## src/rtl/ay_bus_master.sv

```systemverilog
// AY-style register bus master: turns single read/write requests into
// select / address / data phases on BDIR/BC/BUS_DO, each followed by an idle gap.
module ay_bus_master #(
  parameter int PHASE_CYC = 4,
  parameter int GAP_CYC   = 2
) (
  input  logic       CLK,
  input  logic       RESET,
  input  logic       REQ_VALID,
  output logic       REQ_READY,
  input  logic       REQ_RD,
  input  logic       REQ_CHIP,
  input  logic       REQ_FM,
  input  logic [7:0] REQ_ADDR,
  input  logic [7:0] REQ_DATA,
  output logic       RSP_VALID,
  output logic [7:0] RSP_DATA,
  output logic       ERR,
  output logic       BDIR,
  output logic       BC,
  output logic [7:0] BUS_DO,
  input  logic [7:0] BUS_DI,
  output logic       BUSY
);

  typedef enum logic [2:0] {
    S_IDLE, S_SEL, S_ADDR, S_WR, S_RD, S_GAP, S_RESP
  } state_t;

  localparam logic [7:0] PHASE_LD = 8'(PHASE_CYC - 1);
  localparam logic [7:0] GAP_LD   = 8'(GAP_CYC - 1);

  state_t     state_q, state_d;
  state_t     gap_nxt_q, gap_nxt_d;
  logic [7:0] cnt_q, cnt_d;
  logic       sel_valid_q, sel_valid_d;
  logic       cur_chip_q, cur_chip_d;
  logic       cur_fm_q, cur_fm_d;
  logic       ready_q, ready_d;
  logic       bdir_q, bdir_d;
  logic       bc_q, bc_d;
  logic [7:0] bus_do_q, bus_do_d;
  logic       rsp_valid_q, rsp_valid_d;
  logic [7:0] rsp_data_q, rsp_data_d;
  logic       err_q, err_d;

  // Latched request and read sample: data path, not reset
  logic       rd_q, rd_d;
  logic       chip_q, chip_d;
  logic       fm_q, fm_d;
  logic [7:0] addr_q, addr_d;
  logic [7:0] data_q, data_d;
  logic [7:0] samp_q, samp_d;

  logic accept, bad_addr, need_sel, cnt_done;

  always_comb begin
    accept    = REQ_VALID & ready_q;
    bad_addr  = (REQ_ADDR[7:3] == 5'b11111);
    need_sel  = !sel_valid_q || (REQ_CHIP != cur_chip_q) || (REQ_FM != cur_fm_q);
    cnt_done  = (cnt_q == 8'd0);

    state_d     = state_q;
    gap_nxt_d   = gap_nxt_q;
    cnt_d       = cnt_done ? 8'd0 : cnt_q - 8'd1;
    sel_valid_d = sel_valid_q;
    cur_chip_d  = cur_chip_q;
    cur_fm_d    = cur_fm_q;
    err_d       = 1'b0;
    rd_d        = rd_q;
    chip_d      = chip_q;
    fm_d        = fm_q;
    addr_d      = addr_q;
    data_d      = data_q;
    samp_d      = samp_q;

    unique case (state_q)
      S_IDLE: begin
        if (accept) begin
          if (bad_addr) begin
            err_d = 1'b1;
          end else begin
            rd_d    = REQ_RD;
            chip_d  = REQ_CHIP;
            fm_d    = REQ_FM;
            addr_d  = REQ_ADDR;
            data_d  = REQ_DATA;
            cnt_d   = PHASE_LD;
            state_d = need_sel ? S_SEL : S_ADDR;
          end
        end
      end
      S_SEL: begin
        if (cnt_done) begin
          state_d     = S_GAP;
          cnt_d       = GAP_LD;
          gap_nxt_d   = S_ADDR;
          cur_chip_d  = chip_q;
          cur_fm_d    = fm_q;
          sel_valid_d = 1'b1;
        end
      end
      S_ADDR: begin
        if (cnt_done) begin
          state_d   = S_GAP;
          cnt_d     = GAP_LD;
          gap_nxt_d = rd_q ? S_RD : S_WR;
        end
      end
      S_WR: begin
        if (cnt_done) begin
          state_d   = S_GAP;
          cnt_d     = GAP_LD;
          gap_nxt_d = S_IDLE;
        end
      end
      S_RD: begin
        if (cnt_done) begin
          samp_d    = BUS_DI;
          state_d   = S_GAP;
          cnt_d     = GAP_LD;
          gap_nxt_d = S_RESP;
        end
      end
      S_GAP: begin
        if (cnt_done) begin
          state_d = gap_nxt_q;
          cnt_d   = (gap_nxt_q == S_IDLE || gap_nxt_q == S_RESP) ? 8'd0 : PHASE_LD;
        end
      end
      S_RESP:  state_d = S_IDLE;
      default: state_d = S_IDLE;
    endcase

    // Bus outputs are registered from the next state so they switch only on phase boundaries
    bdir_d   = 1'b0;
    bc_d     = 1'b0;
    bus_do_d = 8'h00;
    unique case (state_d)
      S_SEL:   begin bdir_d = 1'b1; bc_d = 1'b1; bus_do_d = {5'b11111, ~fm_d, 1'b1, chip_d}; end
      S_ADDR:  begin bdir_d = 1'b1; bc_d = 1'b1; bus_do_d = addr_d; end
      S_WR:    begin bdir_d = 1'b1; bc_d = 1'b0; bus_do_d = data_d; end
      S_RD:    begin bdir_d = 1'b0; bc_d = 1'b1; end
      default: ;
    endcase

    ready_d     = (state_d == S_IDLE);
    rsp_valid_d = (state_d == S_RESP);
    rsp_data_d  = (state_d == S_RESP) ? samp_q : rsp_data_q;
  end

  always_ff @(posedge CLK or posedge RESET) begin
    if (RESET) begin
      state_q     <= S_IDLE;
      gap_nxt_q   <= S_IDLE;
      cnt_q       <= 8'd0;
      sel_valid_q <= 1'b0;
      cur_chip_q  <= 1'b0;
      cur_fm_q    <= 1'b0;
      ready_q     <= 1'b0;
      bdir_q      <= 1'b0;
      bc_q        <= 1'b0;
      bus_do_q    <= 8'h00;
      rsp_valid_q <= 1'b0;
      rsp_data_q  <= 8'h00;
      err_q       <= 1'b0;
    end else begin
      state_q     <= state_d;
      gap_nxt_q   <= gap_nxt_d;
      cnt_q       <= cnt_d;
      sel_valid_q <= sel_valid_d;
      cur_chip_q  <= cur_chip_d;
      cur_fm_q    <= cur_fm_d;
      ready_q     <= ready_d;
      bdir_q      <= bdir_d;
      bc_q        <= bc_d;
      bus_do_q    <= bus_do_d;
      rsp_valid_q <= rsp_valid_d;
      rsp_data_q  <= rsp_data_d;
      err_q       <= err_d;
    end
  end

  always_ff @(posedge CLK) begin
    rd_q   <= rd_d;
    chip_q <= chip_d;
    fm_q   <= fm_d;
    addr_q <= addr_d;
    data_q <= data_d;
    samp_q <= samp_d;
  end

  assign REQ_READY = ready_q;
  assign BUSY      = ~ready_q;
  assign BDIR      = bdir_q;
  assign BC        = bc_q;
  assign BUS_DO    = bus_do_q;
  assign RSP_VALID = rsp_valid_q;
  assign RSP_DATA  = rsp_data_q;
  assign ERR       = err_q;

endmodule

```

## config.mk

```make
export PLATFORM = sky130hd
export DESIGN_NAME = ay_bus_master
export DESIGN_NICKNAME = d
export VERILOG_FILES = /design/src/rtl/ay_bus_master.sv
export SDC_FILE = /design/constraint.sdc
export NUM_CORES = 1
export LEC_CHECK = 0
export ABC_AREA = 0
export BUFFER_PORTS_ARGS = -buffer_cell sky130_fd_sc_hd__buf_2
export CORE_MARGIN = 2
export CORE_UTILIZATION = 35
export DETAILED_ROUTE_END_ITERATION = 10
export PLACE_DENSITY = 0.61
export SYNTH_ARGS = -nofsm -noshare
export SYNTH_HDL_FRONTEND = slang
export SYNTH_SLANG_ARGS = --single-unit
```

## constraint.sdc

```tcl
create_clock -name CLK -period 5.85 [get_ports CLK]
set_clock_uncertainty 0.05 [all_clocks]
set_input_delay 1.17 -clock CLK [delete_from_list [all_inputs] [get_ports CLK]]
set_output_delay 1.17 -clock CLK [all_outputs]
set_load 0.02 [all_outputs]
```

---- Word level (Yosys, flattened, before mapping) ----
Cells that the tools add are included.
storage, ports and cells
  logic and storage cells ................. 95
  bits in registers ....................... 65
operators by class
  equality and inequality tests ........... 18
  reductions and logical operators ........ 16
  muxes and demuxes ....................... 37
  add/sub/neg operators ................... 1
  bitwise gates (word level) .............. 4
operator list
  operator             number
  $mux 8               11
  $pmux 8 s3           2
  $mux 3               9
  $eq 3x3->1 const B   5
  $eq 3x2->1 const B   4
  $pmux 3 s4           1
  $mux 1               11
  $logic_not 3->1      3
  $pmux 3 s3           1
  $logic_not 8->1      1
  $ne 2x2->1 const B   4
  $sub 8x1->8 const B  1
  $eq 3x1->1 const B   2
  $reduce_or 3->1      2
  $eq 5x5->1 const B   1
  $reduce_and 5->1     1
  $mux 2               2
  $reduce_and 2->1     2
  $reduce_bool 4->1    1
  $reduce_or 4->1      1
  $logic_or 1x1->1     3
  $not 1->1            3
  $reduce_and 3->1     1
  $ne 1x1->1           2
  2 further kinds      2

---- Longest topological paths before layout ----
Gate-level depths: netlist of the first run.
  depth in word-level cells ............... 10
  mapped depth ............................ 10

---- Worst setup path before layout of the first run ----
No wires, ideal clock.
  kind .................................... input to register
  start point ............................. input REQ_ADDR[5]
  end point ............................... register rsp_data_q[0], in the netlist RSP_DATA[0]
  required time ........................... 5.675 ns
  path slack .............................. 3.156 ns
  stages .................................. 6
  setup time .............................. 0.125 ns
  arrival time ............................ 2.519 ns
  path buffers ............................ 0
  cells stage by stage .................... and3_1 -> and3_1 -> o32ai_1 -> inv_1 -> o211ai_4 -> mux2_2
between the ends
  longest elaborated chain between the ends .. 5
RTL lines
  what                    line  text
  start: declaration      14    input logic [7:0] REQ_ADDR,
  $eq 5x5->1              59    bad_addr = (REQ_ADDR[7:3] == 5'b11111);
  $mux 3                  80    if (bad_addr) begin
  $mux 3                  79    if (accept) begin
  $pmux 3 s3              77    unique case (state_q)
  $eq 3x3->1              149   rsp_data_d = (state_d == S_RESP) ? samp_q : rsp_data_q;
  end signal: assignment  179   rsp_data_q <= rsp_data_d;
  end: declaration        44    logic [7:0] rsp_data_q, rsp_data_d;
Every way passes these cells.
A chain may end at the register's enable or synchronous reset.

---- Worst setup path after layout of the first run ----
  start point ............................. input REQ_ADDR[5]
  end point ............................... register rsp_data_q[5], in the netlist RSP_DATA[5]
The elaborated chain is that of the path after synthesis.

==> results of run 1 <==
-- cells in the final DEF, fill, tap and decap left out, types with 4 or more instances in the layout --
cell	instances
dfxtp_1	18
nand2_1	19
clkbuf_8	10
inv_1	8
buf_2	51
o21ai_0	8
o22a_1	6
edfxtp_1	9
xnor2_1	8
nand2b_1	4
nand3_1	5
mux2_2	20
nor2_1	11
a21oi_1	11
dfrtp_1	38
-- how the worst max path moves through the flow --
stage,start,endpoint,cells past startpoint
after floorplan,REQ_ADDR[5],RSP_DATA[0],6
after global placement,REQ_ADDR[5],RSP_DATA[4],7
after detailed placement,REQ_ADDR[5],RSP_DATA[2],7
after CTS,REQ_ADDR[5],RSP_DATA[1],7
after global routing,REQ_CHIP,RSP_DATA[5],7
final,REQ_ADDR[5],RSP_DATA[5],7
-- worst reg2reg max path: cells and delay by family, from the launching register on --
kind | cells | cell delay (ps)
AOI/OAI and AO/OA | 2 | 1160
DFF | 1 | 520
and+or+nand+nor | 2 | 510
muxes | 1 | 380
buffers and inverters | 1 | 360
-- flip-flops by register name, indices dropped and copies added, names as in the netlist, 3 cells and up --
signal and flops:
BUS_DO 8, RSP_DATA 8, addr_q 8, cnt_q 8
data_q 8, samp_q 8, gap_nxt_q 3, state_q 3
-- layer usage --
metal | share of wire | wire length [um] | track usage | up-vias
li1 | - | - | - | 921
met1 | 0.49 | 2590 | 0.189 | 939
met2 | 0.45 | 2380 | 0.209 | 51
met3 | 0.058 | 308 | 0.0602 | 7
met4 | 0.0086 | 46 | 0.0410 | 0
met5 | 0 | 0 | 0 | -
-- area by class of cell --
class                   count  area, sq um
clock buffers              13          149
well taps                 102          128
flip-flops and latches     65         1580
repair buffers             53          270
multi-input cells         144         1080
clock inverters             3         42.5
inverters                   9         33.8
fillers                   741         4360
-- metrics by stage --
step                      cells  total power [mW]  hold WS [ps]  setup slack [ps]
after detailed placement    373              1.47           383              2160
final                       389              1.82           395              2540
after global routing        389              1.96           408              2290
after CTS                   389              1.84           395              2530
after floorplan             227              1.29           373              3160
after global placement      373              1.46           383              2220
-- logic make-up (layout without fill, tap and decap cells) --
logic type | count (synthesis) | after routing | share of synthesized area
fa+ha+maj | 2 | 2 | 0.00913
buf+inv | 18 | 78 | 0.0292
xor+xnor | 11 | 11 | 0.0352
compound gates | 47 | 47 | 0.132
flops | 65 | 65 | 0.577
simple gates | 61 | 61 | 0.124
mux | 23 | 23 | 0.0932
-- synthesized netlist by cell type, drive strengths merged, types with 4 or more instances --
cell / n
dfrtp: 38
mux2: 20
nand2: 20
dfxtp: 18
a21oi: 12
nor2: 12
edfxtp: 9
inv: 9
o21ai: 9
xnor2: 8
buf: 6
o22a: 6
nand3: 5
nand2b: 4
o22ai: 4
-- power groups by stage --
stage | Combinational, mW | Sequential (mW) | Clock, mW
finish | 0.684 | 0.771 | 0.368
global route | 0.768 | 0.795 | 0.401
CTS | 0.694 | 0.772 | 0.378
detailed placement | 0.689 | 0.779 | 0
global placement | 0.680 | 0.776 | 0
floorplan | 0.475 | 0.816 | 0
==> impl_metrics.toml, run 1 <==
[outcome]
outcome = "finished, final reports clean"

[sta]
fin_crit_ps = 3310
hold_viol_final = 0
rsz0062_at_grt = "no"
maxSlewHeadroom = 0.352
fin_setup_tns_ps = 0
worst_pin_slew_ps = 968
setup_viol = 0
fmax_mhz = 302
fin_crit_sh = 0.566
slew_violations = 0

[critical_path]
crit_arrival_ps = 3480
reg2reg_slack_ps = 2760
regToRegStartpoint = "state_q[1]"
crit_top_cell = "and3_1"
crit_fanout = 11
worstSetupStartpointType = "input port"
path_buf_inv = 2
rr_endpoint = "RSP_DATA[5]"
required_ps = 6020
critPathKind = "in2reg"
cp_cell_sequence = "buf_2 > and3_1 > and3_1 > o32ai_1 > inv_1 > o211ai_4 > mux2_2"
cp_top_family = "compound AO/OA/AOI/OAI gates"
ff2ff_path_depth = 6
slowest_delay_ps = 840
cp-end-kind = "flip-flop"
slowest_stage = "o32ai_1"

[power]
clock_power_share = 0.202
power_frac_comb = 0.375
powerDensity_mw_per_mm2 = 555
p_seq_frac = 0.423
cellLeakagePower_nw = 1.45
switching_share = 0.371
power.internal_mw = 1.15
power_switching_uw = 675
peakVddDrop_mv = 0.270

[detailed_routing]
avgRoutedWirePerCell_um = 13.7
first_pass_iters = 4
drt-initial-drc-count = 94
drtAntennaViolNets = 0
routed_wirelength_mm = 5.33
drcViolationCount = 0
viasPerCell = 4.93
routed-via-count = 1918

[die]
start_util = 0.358
rows = 32
core_region_area_sq_mm = 0.00765
die_w_um = 92.5
die_area_sq_mm = 0.00855
die_h_um = 92.5
io_pins = 52

[clock_tree]
ctsHoldBuffers = 0
clk_pin_slew_ps = 70
post_cts_buffers = 0
clock_latency_ps = 340
cts_buffers = 9
clkSinkCount = 65
cts_root_buf = "clkbuf_8"
cts_tree = "yes"
cts_resized = 0
clk_path_buf_depth = 2
cts.htree.levels = 3

[min_path]
worstHoldStart = "addr_q[2]"
hp-class = "reg2reg"
holdPathEnd = "addr_q[2]"
hold_path_depth = 2

[global_route]
grt-ovfl-total = 0
antenna_found_initial = 0
grt_first_pass_wirelength_mm = 9.24
grt_pass1_vias = 1901
grt_max_degree = 39
grt_use_total = 0.141

[yosys]
yosysWarnings = 0
syn-num-nets = 259
syn_inst = 227
ys_seq_elements = 65
synth_top_cell_by_area = "dfrtp_1"
synthTopCellsByArea = "dfrtp_1 35%, dfxtp_1 13%, edfxtp_1 9.9%"
yosysSeqAreaShare = 0.577
yosysTopAreaCellShare = 0.347
ys.flop_type = "dfrtp_1"
synthDistinctLibCells = 52
async_flop_share = 0.585
avgSynthCellArea_sq_um = 12.1
synth_edf_count = 9
syn_area_sq_mm = 0.00274

[finish]
final_util = 0.429
layout.nets = 314
drive_gt1_frac = 0.345
fin_area_sq_mm = 0.00328
diodes = 0
synthToLayoutAreaGrowth_pct = 19.8

[placed_design]
io_buffers = 51
dpl_cell_area_sq_mm = 0.00309
hpwl_mm = 3.79
place_congestion = 0.764

[job]
maxCapViolCount = 0
Power figures use the tool's default switching activity.
==> run 2: changes to the inputs <==
- clock period: 5.85 -> 3.05 ns (I/O delays scaled with it)
==> impl_metrics.toml, run 2 (synthesis gave the netlist of run 1 again) <==
[outcome]
outcome = "finished, final reports clean"

[sta]
fmax_mhz = 408
setup_viol = 0
hold_viol_final = 0
fin_setup_tns_ps = 0
slew_violations = 0
rsz0062_at_grt = "no"
worst_pin_slew_ps = 599
worst_hold_slack_ps = 335
fin_crit_sh = 0.803
maxSlewHeadroom = 0.595
fin_crit_ps = 2450

[critical_path]
worstSetupStartpointType = "flip-flop"
crit_arrival_ps = 2610
required_ps = 3210
crit_fanout = 8
cp-end-kind = "flip-flop"
critPathKind = "reg2reg"
reg2reg_slack_ps = 600

[global_route]
grt_max_degree = 39
grt_pass1_vias = 1893
grt-ovfl-total = 0
antenna_found_initial = 0
grt_use_total = 0.140
grt_first_pass_wirelength_mm = 9.34

[placed_design]
io_buffers = 51
place_congestion = 0.754
hpwl_mm = 3.94

[clock_tree]
cts.htree.levels = 3
clk_path_buf_depth = 2
clock_latency_ps = 340
clkSinkCount = 65
cts_resized = 0
clk_pin_slew_ps = 60
cts_root_buf = "clkbuf_8"
cts_buffers = 9
cts_tree = "yes"
post_cts_buffers = 0
ctsHoldBuffers = 0

[power]
powerDensity_mw_per_mm2 = 1050
cellLeakagePower_nw = 1.47
total_power_mw = 3.48
peakVddDrop_mv = 0.539

[detailed_routing]
routed_wirelength_mm = 5.56
drtAntennaViolNets = 0
wl_met1_mm = 2.72
routed-wl-met3_um = 258
first_pass_iters = 4
viasPerCell = 4.84
avgRoutedWirePerCell_um = 14.2
drcViolationCount = 0
routed-via-count = 1903
drt-initial-drc-count = 179
routed-wl-met2_mm = 2.51
dr.max_layer_used = "met4"

[finish]
synthToLayoutAreaGrowth_pct = 20.4
final_util = 0.431
layout.nets = 318
final_common_cell = "buf_2"
diodes = 0
drive_gt1_frac = 0.357
layout_common_cells = "51 x buf_2, 38 x dfrtp_1, 20 x mux2_2, 19 x nand2_1, 18 x dfxtp_1"

[die]
core_region_area_sq_mm = 0.00765
die_h_um = 92.5
start_util = 0.358
die_area_sq_mm = 0.00855
rows = 32
io_pins = 52
die_w_um = 92.5

[job]
maxCapViolCount = 0

[min_path]
hp-class = "in2async"
-- run 2: cell count changes in the layout (fill, tap and decap cells not counted), sizes merged --
| cell | change |
|---|---|
| buf | +4 |
| bufinv | -1 |
| clkinv | +1 |
-- run 2: metrics by stage --
| stage | cells | setup WS [ps] | cell area, sq um |
|---|---|---|---|
| 4_1_cts | 393 | 582 | 3300 |
| 3_5_place_dp | 377 | 621 | 3120 |
| 6_report | 393 | 600 | 3300 |
| 5_1_grt | 393 | 441 | 3300 |
| 3_3_place_gp | 377 | 696 | 3120 |
| 2_1_floorplan | 227 | 754 | 2740 |
-- run 2: layout make-up --
type,instances,area [sq um]
Fill cell,734,4350
Sequential cell,65,1580
Multi-Input combinational cell,144,1080
Timing Repair Buffer,57,300
Clock buffer,13,159
Tap cell,102,128
Inverter,9,33.8
Clock inverter,3,17.5
-- run 2: report_power, final --
| group | internal [mW] | switching [mW] |
|---|---|---|
| Sequential | 1.23 | 0.249 |
| Clock | 0.337 | 0.302 |
| Combinational | 0.598 | 0.760 |
| Total | 2.17 | 1.31 |
-- run 2: worst paths after layout --
kind | end | cells past startpoint | from
worst min-delay path | cnt_q[4] | 3 | RESET
min in group CLK | samp_q[3] | 1 | BUS_DI[3]
worst min register to register | addr_q[0] | 2 | addr_q[0]
worst max register to register | RSP_DATA[1] | 7 | cnt_q[0]
worst max-delay path | RSP_DATA[1] | 7 | cnt_q[0]
max in group asynchronous | gap_nxt_q[0] | 3 | RESET
-- run 2: per-layer routing --
layer,GRT usage,vias to the layer above
met5,0,-
met4,0.0410,0
met3,0.0431,7
met2,0.207,49
met1,0.197,921
li1,-,926
-- run 2: worst max-delay path, cell delays in order (launching register included) --
cell,delay (ps)
dfrtp_1,410
inv_1,100
ha_1,150
nor3b_2,350
and2_1,390
o22ai_4,170
o211ai_4,340
mux2_2,370
